==> config.mk <==
export PLATFORM = sky130hd
export DESIGN_NAME = rt_irq_ctrl
export DESIGN_NICKNAME = d
export VERILOG_FILES = /design/src/rtl/rt_irq_pkg.sv /design/src/rtl/rt_irq_prio_enc.sv /design/src/rtl/rt_irq_ctrl.sv
export SDC_FILE = /design/constraint.sdc
export NUM_CORES = 1
export LEC_CHECK = 0
export ABC_AREA = 1
export CAP_MARGIN = 5
export CORE_MARGIN = 3
export CORE_UTILIZATION = 25
export DETAILED_ROUTE_END_ITERATION = 8
export DONT_BUFFER_PORTS = 1
export PLACE_DENSITY_LB_ADDON = 0.2
export REMOVE_ABC_BUFFERS = 1
export SETUP_SLACK_MARGIN = 0.2
export SLEW_MARGIN = 20
export SYNTH_ARGS = -nofsm -noshare
export SYNTH_HDL_FRONTEND = slang
export SYNTH_SLANG_ARGS = --single-unit
==> constraint.sdc <==
create_clock -name clk -period 2.7 [get_ports clk]
set_input_delay 0.27 -clock clk [delete_from_list [all_inputs] [get_ports clk]]
set_output_delay 0.27 -clock clk [all_outputs]
set_load 0.005 [all_outputs]
==> src/rtl/rt_irq_pkg.sv <==
// Shared definitions for the rt_irq_ctrl interrupt controller.
package rt_irq_pkg;

  localparam int unsigned IRQ_ID_W = 3;

  localparam logic [3:0] IRQ_ENABLE     = 4'h0;
  localparam logic [3:0] IRQ_PENDING    = 4'h1;
  localparam logic [3:0] IRQ_EDGE_SEL   = 4'h2;
  localparam logic [3:0] IRQ_IN_SERVICE = 4'h3;
  localparam logic [3:0] IRQ_CURRENT    = 4'h4;
  localparam logic [3:0] IRQ_SWTRIG     = 4'h5;

  typedef enum logic [0:0] {
    IRQ_IDLE,
    IRQ_REQ
  } irq_state_t;

endpackage

==> src/rtl/rt_irq_prio_enc.sv <==
// Find-first-set over N bits; index 0 has the highest priority.
module rt_irq_prio_enc
  import rt_irq_pkg::*;
#(
  parameter int unsigned N = 8
) (
  input  logic [N-1:0]        bits,
  output logic [IRQ_ID_W-1:0] id,
  output logic                valid
);

  // Scan from the top so the lowest set index is the last assignment to land.
  always_comb begin
    id    = '0;
    valid = 1'b0;
    for (int i = int'(N) - 1; i >= 0; i--) begin
      if (bits[i]) begin
        id    = IRQ_ID_W'(i);
        valid = 1'b1;
      end
    end
  end

endmodule

==> src/rtl/rt_irq_ctrl.sv <==
// Fixed-priority interrupt controller with req/ack/eoi handshake to the core.
// Define RT_IRQ_NESTING_EN to let higher-priority sources preempt an in-service handler.
module rt_irq_ctrl
  import rt_irq_pkg::*;
#(
  parameter int unsigned NUM_SRC = 8
) (
  input  logic                clk,
  input  logic                rst_n,
  input  logic                reg_en,
  input  logic                reg_we,
  input  logic [3:0]          reg_addr,
  input  logic [31:0]         reg_wdata,
  output logic [31:0]         reg_rdata,
  input  logic [NUM_SRC-1:0]  irq_src,
  output logic                cpu_irq_req,
  output logic [IRQ_ID_W-1:0] cpu_irq_id,
  input  logic                cpu_irq_ack,
  input  logic                cpu_irq_eoi
);

  logic [NUM_SRC-1:0]  enable_q, edge_sel_q, src_q;
  logic [NUM_SRC-1:0]  pending_q, pending_d;
  logic [NUM_SRC-1:0]  in_service_q, in_service_d;
  logic [IRQ_ID_W-1:0] id_q;
  logic [31:0]         rdata_q, rdata_d;
  irq_state_t          state_q, state_d;

  logic                reg_wr, reg_rd;
  logic [NUM_SRC-1:0]  wdata_src, w1c, swtrig, rise;
  logic [NUM_SRC-1:0]  cand_bits, cur_mask, ins_mask, take_mask;
  logic [IRQ_ID_W-1:0] cand_id, ins_id;
  logic                cand_valid, ins_valid, eligible, cur_live, take;
  logic                unused_wdata;

  assign reg_wr       = reg_en & reg_we;
  assign reg_rd       = reg_en & ~reg_we;
  assign wdata_src    = reg_wdata[NUM_SRC-1:0];
  assign unused_wdata = ^reg_wdata[31:NUM_SRC];
  assign w1c          = (reg_wr && reg_addr == IRQ_PENDING) ? wdata_src : '0;
  assign swtrig       = (reg_wr && reg_addr == IRQ_SWTRIG) ? wdata_src : '0;
  assign rise         = irq_src & ~src_q;
  assign cand_bits    = pending_q & enable_q & ~in_service_q;

  rt_irq_prio_enc #(
    .N (NUM_SRC)
  ) u_cand_enc (
    .bits  (cand_bits),
    .id    (cand_id),
    .valid (cand_valid)
  );

  rt_irq_prio_enc #(
    .N (NUM_SRC)
  ) u_ins_enc (
    .bits  (in_service_q),
    .id    (ins_id),
    .valid (ins_valid)
  );

`ifdef RT_IRQ_NESTING_EN
  assign eligible = cand_valid && (!ins_valid || (cand_id < ins_id));
`else
  assign eligible = cand_valid && !ins_valid;
`endif

  always_comb begin
    cur_mask = '0;
    ins_mask = '0;
    for (int i = 0; i < int'(NUM_SRC); i++) begin
      cur_mask[i] = (id_q == IRQ_ID_W'(i));
      ins_mask[i] = ins_valid && (ins_id == IRQ_ID_W'(i));
    end
  end

  // The request stays meaningful only while its source is still pending and enabled.
  assign cur_live = |(cur_mask & pending_q & enable_q);

  // FSM state register
  always_ff @(posedge clk or negedge rst_n) begin
    if (!rst_n) begin
      state_q <= IRQ_IDLE;
    end else begin
      state_q <= state_d;
    end
  end

  // FSM next state
  always_comb begin
    state_d = state_q;
    unique case (state_q)
      IRQ_IDLE: if (eligible) state_d = IRQ_REQ;
      IRQ_REQ:  if (cpu_irq_ack || !cur_live) state_d = IRQ_IDLE;
      default:  state_d = IRQ_IDLE;
    endcase
  end

  // FSM outputs
  always_comb begin
    cpu_irq_req = (state_q == IRQ_REQ);
    cpu_irq_id  = id_q;
    take        = (state_q == IRQ_REQ) && cpu_irq_ack;
    take_mask   = take ? cur_mask : '0;
  end

  always_ff @(posedge clk or negedge rst_n) begin
    if (!rst_n) begin
      id_q <= '0;
    end else if (state_q == IRQ_IDLE && eligible) begin
      id_q <= cand_id;
    end
  end

  // New edges and software triggers win over same-cycle clears.
  always_comb begin
    pending_d    = (edge_sel_q & ((pending_q & ~w1c & ~take_mask) | rise | swtrig)) |
                   (~edge_sel_q & irq_src);
    in_service_d = (in_service_q & ~(cpu_irq_eoi ? ins_mask : '0)) | take_mask;
  end

  always_ff @(posedge clk or negedge rst_n) begin
    if (!rst_n) begin
      src_q        <= '0;
      pending_q    <= '0;
      in_service_q <= '0;
    end else begin
      src_q        <= irq_src;
      pending_q    <= pending_d;
      in_service_q <= in_service_d;
    end
  end

  always_ff @(posedge clk or negedge rst_n) begin
    if (!rst_n) begin
      enable_q   <= '0;
      edge_sel_q <= '0;
    end else if (reg_wr) begin
      if (reg_addr == IRQ_ENABLE)   enable_q   <= wdata_src;
      if (reg_addr == IRQ_EDGE_SEL) edge_sel_q <= wdata_src;
    end
  end

  always_comb begin
    rdata_d = rdata_q;
    if (reg_rd) begin
      case (reg_addr)
        IRQ_ENABLE:     rdata_d = 32'(enable_q);
        IRQ_PENDING:    rdata_d = 32'(pending_q);
        IRQ_EDGE_SEL:   rdata_d = 32'(edge_sel_q);
        IRQ_IN_SERVICE: rdata_d = 32'(in_service_q);
        IRQ_CURRENT:    rdata_d = {cpu_irq_req, 28'd0, id_q};
        default:        rdata_d = '0;
      endcase
    end
  end

  always_ff @(posedge clk or negedge rst_n) begin
    if (!rst_n) begin
      rdata_q <= '0;
    end else begin
      rdata_q <= rdata_d;
    end
  end

  assign reg_rdata = rdata_q;

endmodule

==> metrics, run 1 <==
status complete, no violations; EDFF count, synth 0; num rows 38; Max Fanout on Critical Path 7; Synth Warn # 0; Clock Path Buffers 2; Worst Hold End in_service_q[0]; clk_lat worst skew approximately 0.29 ns; synth unique cells 26; DP Area 0.002970 sq mm; worst r2r src cpu_irq_id[2]; synthesized area 0.002913 sq mm; Synth Register Bits between 50 and 60; reg2reg path depth 7; Die Wd 113.9 um; GRT Overall Usage 0.1234; Final nets approximately 460; crit path time final 1.520 ns; drt total wl 7806 um; TritonCTS clock tree built; Reg2Reg Setup Slack roughly 1.2 ns; dpl hpwl 6011 um; antenna cell count 0; Synth area leader dfrtp_1; CP arrival around 1.7 ns; vias in the first global route between 2,000 and 2,500; number of setup violations in the final report 0; Pleak 1.677 nW; DR vias/cell around 4.5; post-CTS resize count 0; final period utilization 0.5630; asr flop ratio synth 1.000; clock sink count 53; FF-to-FF End pending_q[5]; setup TNS 0 ns; clk slew on worst S/H paths about 0.07 ns; Main synth FF type dfrtp_1; # IOs 86; skew final just over 0.007 ns; CTS H-tree depth 2; total of max-cap violations 0; Area growth, synth to finish 11.94%; initial DRC count 145; final hold vios 0; drt pass-1 iters 4; Final Wtd Congestion around 0.86; largest net degree at the start of global routing 54; hold depth 1; Remaining Overflow, GRT 0; clk root buf clkbuf_16; first-pass GRT wire length 12,440 um; Placeable Area about 0.011 sq mm; RSZ-0062 raised after global routing false; initial antenna violation count 0; IO buf count 0; CP endpoint kind flip-flop; Starting Density 0.2618; die outline height roughly 110 um; drt drc 0; Cell Pwr Density 779.7 mW/mm^2; Avg Cell Area, Syn 7.374 sq um; Num CTS Buffers 5; die footprint 0.01298 sq mm; synth top area cells dfrtp_1 46%, nand2_1 20%, nand3_1 6.2%, buf_4 5.9%, inv_1 4.0%; Max Clk Rate 657.8 MHz; WS Path Type flip-flop to flip-flop; layout cells sized above 1 0.07335; register area share after synthesis 0.4553; Core Util, Final 0.2931; crit start category flip-flop; Detail Route Antenna Nets 0; worst hold path type primary input to flip-flop; post-DR wirelength/cell ~14 um; DR vias between 2,000 and 2,500; Critical Path RT a little under 3 ns; Slew Viols, Final 0; Synth top area share 0.4553; Post-Synthesis Cells roughly 400; fin area 0.003261 sq mm; Worst VDD drop about 0.25 mV; HP Start cpu_irq_eoi
## sequential cells by signal, indices dropped and copies added, names as in the netlist
signal	cells
in_service_q	8
cpu_irq_req	1
edge_sel_q	8
enable_q	8
src_q	8
pending_q	8
reg_rdata	9
cpu_irq_id	3
## Yosys cell counts (2+ instances only)
master       n
a21oi_1      5
buf_4       23
buf_6        2
dfrtp_1     53
inv_1       31
inv_2        5
nand2_1    158
nand2_2      2
nand2_4      2
nand3_1     36
nand4_1      2
nor2_1      16
nor2_2       4
nor3_1      10
o2111ai_1    2
o21ai_0     19
o21ai_1      9
o21ai_2      6
o22ai_1      3
## how the worst max path moves through the flow
stage / start / end / depth (start not counted)
5_1_grt: cpu_irq_id[2] / pending_q[6] / 7
2_1_floorplan: in_service_q[1] / in_service_q[6] / 6
3_3_place_gp: cpu_irq_id[0] / pending_q[5] / 7
4_1_cts: cpu_irq_id[0] / pending_q[5] / 7
3_5_place_dp: cpu_irq_id[0] / pending_q[5] / 7
6_report: cpu_irq_id[2] / pending_q[5] / 7
## critical path: stages, from the launching register on
cell and delay (ns):
dfrtp_1 0.53, inv_1 0.17, nor3_1 0.31, nand2_1 0.13, nand3_1 0.10, o21ai_1 0.06, nand2_1 0.07, nand2_1 0.04
## kinds of logic (layout without fill, tap and decap cells)
kind of cell    Yosys count  in the layout  share of synthesized area
compound gates           46             46                    0.09235
other cells               1             23                   0.001287
buf+inv                  63             55                     0.1168
simple gates            232            232                     0.3342
flops                    53             53                     0.4553
## cells in the final DEF, fill, tap and decap left out, types with 6 or more instances in the layout
cell           netlist  layout
o21ai_2              6       6
dlygate4sd3_1        0       9
nand2_1            158     158
o21ai_1              9       9
inv_1               31      31
nor2_1              16      16
o21ai_0             19      19
nand3_1             36      36
dfrtp_1             53      53
conb_1               1      23
nor3_1              10      10
## report_power, final
part           internal [W]  switching [W]  leakage [nW]
sequential         0.000932       0.000172         0.676
clock              0.000464       0.000292        0.0841
combinational      0.000229       0.000452         0.917
total               0.00163       0.000917          1.68
## final cells by class
cell class              instances  area (sq um)
clock buffers                   7         142.6
flip-flops and latches         53          1326
well taps                     140         175.2
repair buffers                 10         117.6
multi-input cells             301          1329
inverters                      37         140.1
clock inverters                 1         30.03
fillers                      1238          7865
## through the flow
step	hold WS [ns]	setup WS [ns]	power [W]	instances
2_1_floorplan	-0.02559	1.520	0.001586	391
3_3_place_gp	-0.02351	1.177	0.001768	531
3_5_place_dp	-0.02348	1.166	0.001775	531
4_1_cts	0.07055	1.158	0.002575	549
5_1_grt	0.07836	1.036	0.002740	549
6_report	0.07717	1.180	0.002542	549
## per-layer routing
layer  vias to the layer above  global-route usage  part of all wire
met5                         -                   0                 0
met4                         0             0.02850            0.0097
met3                         7             0.03130             0.061
met2                        60              0.1948              0.45
met1                      1154              0.1704              0.48
li1                       1246                   -                 -
## timing repair
| item | in CTS | in global routing |
|---|---|---|
| hold endpoints to repair | 61 | 0 |
| hold buffers | 10 | 0 |
| buffers inserted | 0 | 0 |
Note: power is estimated with default switching activity, not from simulation.
==> run 2, diff against run 1 <==
==> constraint.sdc (replaced) <==
create_clock -name clk -period 1.2 [get_ports clk]
set_input_delay 0.12 -clock clk [delete_from_list [all_inputs] [get_ports clk]]
set_output_delay 0.12 -clock clk [all_outputs]
set_load 0.005 [all_outputs]
==> metrics, run 2 (synthesis results as in run 1) <==
worst hold path type primary input to asynchronous set/reset pin; total of max-cap violations 0; DP Area between 0.003 and 0.004 sq mm; antenna cell count 0; post-DR wirelength/cell 14.95 um; max reg flops 9; Hold WS -0.4907 ns; clock sink count between 50 and 60; Die Wd 113.9 um; drt drc 0; Cell Pwr Density roughly 1800 mW/mm^2; drt pass-1 iters 6; Starting Density 0.2618; die outline height about 110 um; clk slew on worst S/H paths roughly 0.080 ns; initial DRC count 75; layout cells sized above 1 0.3446; dpl hpwl roughly 6800 um; initial antenna violation count 0; CTS H-tree depth 2; Final Wtd Congestion just over 0.9; most frequent cells in the layout 136 x nand2_1, 48 x dfrtp_1, 47 x buf_4; RSZ-0062 raised after global routing true; status finished with violations; Max Fanout on Critical Path 8; Placeable Area roughly 0.011 sq mm; Clock Path Buffers 2; CTS Hold Bufs 11; Slew Viols, Final 0; Remaining Overflow, GRT 0; Max Clk Rate around 740 MHz; fin area about 0.0041 sq mm; Detail Route Antenna Nets 0; post-route setup slack -0.1530 ns; Area growth, synth to finish 40.98%; WS Path Type flip-flop to flip-flop; DR vias 2,693; final period utilization 1.128; final hold vios 53; Worst VDD drop about 0.7 mV; failing checks hold timing, setup timing; CP endpoint kind flip-flop; most common cell after layout, fill and taps aside nand2_1; Pwr Total 0.007208 W; TritonCTS clock tree built; Pleak 2.090 nW; CP arrival around 1.5 ns; drt total wl a little over 9000 um; clk root buf clkbuf_16; Num CTS Buffers 5; die footprint ~0.013 sq mm; GRT Overall Usage 0.1434; DR vias/cell 4.393; skew final 0.009088 ns; largest net degree at the start of global routing between 50 and 60; number of setup violations in the final report 20; # IOs 86; clk_lat worst skew about 0.30 ns; Critical Path RT between 1 and 1.5 ns; first-pass GRT wire length ~14,000 um; IO buf count 0; crit start category flip-flop; Final nets 522; num rows 38; crit path time final around 1.4 ns; vias in the first global route 2,688; pre-CTS worst setup slack -0.2572 ns
-- run 2: worst paths after layout --
kind / startpoint / slack [ns] / cells past startpoint / end
min in group clk: reg_wdata[2] / 0.01 / 2 / edge_sel_q[2]
worst min-delay path: rst_n / -0.49 / 0 / src_q[2]
worst min register to register: src_q[5] / 0.49 / 3 / pending_q[5]
max in group asynchronous: rst_n / 1.59 / 0 / cpu_irq_id[2]
worst max register to register: cpu_irq_id[1] / -0.15 / 9 / cpu_irq_req
worst max-delay path: cpu_irq_id[1] / -0.15 / 9 / cpu_irq_req
-- run 2: power breakdown --
part           total (W)  switching (W)  internal [W]
clock network    0.00170       0.000707      0.000992
registers        0.00248       0.000373       0.00211
logic            0.00302        0.00165       0.00138
total            0.00721        0.00272       0.00448
-- run 2: final cells by class --
| class | count | area, sq um |
|---|---|---|
| Clock inverter | 2 | 38.79 |
| Fill cell | 1181 | 7019 |
| Inverter | 37 | 147.6 |
| Sequential cell | 53 | 1333 |
| Timing Repair Buffer | 74 | 643.1 |
| Tap cell | 140 | 175.2 |
| Clock buffer | 6 | 128.9 |
| Multi-Input combinational cell | 301 | 1640 |
-- run 2: worst max-delay path, stage by stage, from the launching register on --
cell and delay [ns]:
dfrtp_2 0.52, inv_4 0.14, nor3_2 0.05, buf_4 0.14
nand3_2 0.06, nand2_2 0.06, nor2_2 0.11, nand2_1 0.06
nand2_1 0.05, nand2_1 0.04
-- run 2: layer usage --
metal	vias up	part of all wire	GRT usage	routed length, um
met5	-	0	0	0
met4	0	0.0087	0.03009	80
met2	61	0.48	0.2307	4360
met3	7	0.052	0.03236	474
met1	1255	0.46	0.1982	4252
li1	1370	-	-	-
-- run 2: through the flow --
step	util	cells	TNS [ns]
2_1_floorplan	-	391	0
3_3_place_gp	0.3054	588	-2.537
3_5_place_dp	0.3054	588	-2.605
4_1_cts	0.3493	610	-1.589
5_1_grt	0.3691	613	-3.540
6_report	0.3691	613	-1.570
-- run 2: what timing repair did --
item	CTS	global route
resized for setup	53	58
endpoints found under the setup margin	31	31
endpoints found under the hold margin	72	53
setup buffers	3	3
pin swaps	21	13
==> run 3, diff against run 2 <==
--- a/config.mk
+++ b/config.mk
@@ -5,7 +5,6 @@
 export SDC_FILE = /design/constraint.sdc
 export NUM_CORES = 1
 export LEC_CHECK = 0
-export ABC_AREA = 1
 export CAP_MARGIN = 5
 export CORE_MARGIN = 3
 export CORE_UTILIZATION = 25
@@ -14,7 +13,6 @@
 export PLACE_DENSITY_LB_ADDON = 0.2
 export REMOVE_ABC_BUFFERS = 1
 export SETUP_SLACK_MARGIN = 0.2
-export SLEW_MARGIN = 20
 export SYNTH_ARGS = -nofsm -noshare
 export SYNTH_HDL_FRONTEND = slang
 export SYNTH_SLANG_ARGS = --single-unit
==> metrics, run 3 <==
Finished Layout Cells about 480; FF+latch area about 0.0013 sq mm; GR met3 Demand/Resource 0.03315; Synth Register Bits between 50 and 60; Post-Synth Adder-Cell Area 0; Critical Path RT roughly 1.4 ns; number of setup violations in the final report 23; CP arrival ~1.8 ns; Cells after DPL 437; Cell Pwr Density around 1800 mW/mm^2; skew final roughly 0.0067 ns; Clock Path Buffers 2; DP Area ~0.0033 sq mm; initial DRC count approximately 110; clock sink count 53; CTS H-tree depth 2; Synth Area in Simple Gates 0.1477; Max Clk Rate approximately 630 MHz; final hold vios between 50 and 60; Main synth FF type dfrtp_1; synth unique cells 44; headroom to the max-slew limit 0.3881; Slew @ Worst Pin a little over 0.9 ns; setup TNS -4.755 ns; fin area between 0.003 and 0.004 sq mm; met2 GRT Util 0.2211; DR vias 2,321; Final nets 394; Pleak ~1.8 nW; clk root buf clkbuf_8; drt pass-1 iters 4; WS Path Type flip-flop to flip-flop; total of max-cap violations 0; asr flop ratio synth 1.000; Synth area leader dfrtp_1; CTS Hold Bufs 17; RSZ-0062 raised after global routing true; most frequent cells in the layout 58 x buf_4, 48 x dfrtp_1, 33 x nand2_1; multi-input logic area about 0.0015 sq mm; antenna cell count 0; final period utilization 1.316; die outline height approximately 110 um; most common cell after layout, fill and taps aside buf_4; synth top area cells dfrtp_1 48%, mux2_2 6.5%, mux4_2 6.5%, buf_4 6.2%, a22o_1 4.7%; register area share after synthesis 0.4758; Num CTS Buffers 5; FILL cells around 1,100; synthesized area approximately 0.0028 sq mm; largest family of logic cells by synthesized area compound AO/OA/AOI/OAI gates; Final Wtd Congestion 0.8819; worst hold path type primary input to asynchronous set/reset pin; GR met1 Demand/Resource 0.1829; status finished with violations; first-pass GRT wire length approximately 13,000 um; Avg Cell Area, Syn 11.02 sq um; clk_lat worst skew 0.31 ns; Detail Route Antenna Nets 0; pre-CTS worst setup slack -0.3788 ns; DR vias/cell a little under 5; post-synthesis mux area share 0.1293; drt total wl about 8500 um; EDFF count, synth 0; most frequent cell after synthesis dfrtp_1; Top Usage Layer GRT met2; Slew Viols, Final 0; crit start category flip-flop; clk slew on worst S/H paths roughly 0.09 ns; post-DR wirelength/cell around 18 um; CP endpoint kind flip-flop; Synth top area share 0.4758; Post-Synth XOR/XNOR Area 0; max reg flops 9; drt drc 0; GRT Overall Usage 0.1376; failing checks hold timing, setup timing; Commonest cells post-synth 53 x dfrtp_1, 35 x nand2_1, 23 x buf_4; layout cells sized above 1 0.4315; Die Wd between 100 and 150 um; Hold WS -0.5052 ns; Placeable Area 0.01060 sq mm; Synth Warn # 0; Area growth, synth to finish 40.57%; IO buf count 0; vias in the first global route 2,403; post-route setup slack -0.3794 ns; Worst VDD drop 0.7524 mV; Max Fanout on Critical Path 3; TritonCTS clock tree built; dpl hpwl approximately 5900 um; num rows 37; Starting Density 0.2630; initial antenna violation count 0; Remaining Overflow, GRT 0; die footprint about 0.012 sq mm; largest net degree at the start of global routing 54; Synth Area in Compound Gates 0.1629; crit path time final ~1.6 ns; # IOs between 80 and 90; Post-Synthesis Cells roughly 250
run 3: cell types whose count changed after synthesis, sizes merged, moves of 15 or more:
| cell | change |
|---|---|
| a22o | +15 |
| inv | -30 |
| o21ai | -20 |
| nand2 | -127 |
| mux2 | +16 |
| nand3 | -29 |
run 3: timing repair:
action / CTS / global route
pin swaps: 19 / 6
gates resized for setup: 53 / 16
setup buffers: 13 / 6
hold endpoints to repair: 88 / 54
gates cloned: 0 / 0
endpoints found under the setup margin: 31 / 32
run 3: worst paths after layout:
| kind | startpoint | to | slack [ns] | cells after the start |
|---|---|---|---|---|
| max | in_service_q[4] | cpu_irq_req | -0.38 | 6 |
| min in group clk | cpu_irq_ack | in_service_q[0] | -0.02 | 2 |
| max reg2reg | in_service_q[4] | cpu_irq_req | -0.38 | 6 |
| min | rst_n | reg_rdata[6] | -0.51 | 0 |
| max in group asynchronous | rst_n | in_service_q[0] | 1.59 | 0 |
| min reg2reg | reg_rdata[31] | reg_rdata[31] | 0.52 | 2 |
run 3: layout make-up:
class | instances | area share
Inverter | 6 | 0.005747
Clock inverter | 1 | 0.001277
Multi-Input combinational cell | 185 | 0.3790
Timing Repair Buffer | 93 | 0.2130
Tap cell | 136 | 0.04342
Clock buffer | 5 | 0.01756
Sequential cell | 53 | 0.3400
run 3: through the flow:
stage          total power (W)  utilization  hold slack (ns)
3_3_place_gp          0.004838       0.3110          -0.1735
4_1_cts               0.006600       0.3598          -0.5147
6_report              0.007024       0.3696          -0.5052
2_1_floorplan         0.003608            -          -0.1756
5_1_grt               0.007425       0.3696          -0.5279
3_5_place_dp          0.004831       0.3110          -0.1737
run 3: where the power goes:
part,internal (W),switching [W],leakage [nW],total [W]
Combinational,0.00208,0.00147,1.05,0.00355
Clock,0.000387,0.000585,0.0399,0.000971
Sequential,0.00214,0.000366,0.664,0.00250
run 3: critical path, stage by stage (launching register included):
cell	delay, ns
dfrtp_1	0.42
buf_6	0.12
nand3b_1	0.16
o21ai_2	0.11
o31a_1	0.32
buf_4	0.16
a31o_4	0.20
run 3: logic make-up after synthesis:
group | count (synthesis)
simple gates | 77
compound gates | 61
flops | 53
buf+inv | 37
mux | 24
other cells | 1
run 3: routing by layer:
layer,vias up,part of all wire
li1,1081,-
met4,0,0.023
met1,1155,0.44
met3,13,0.051
met5,-,0
met2,72,0.48
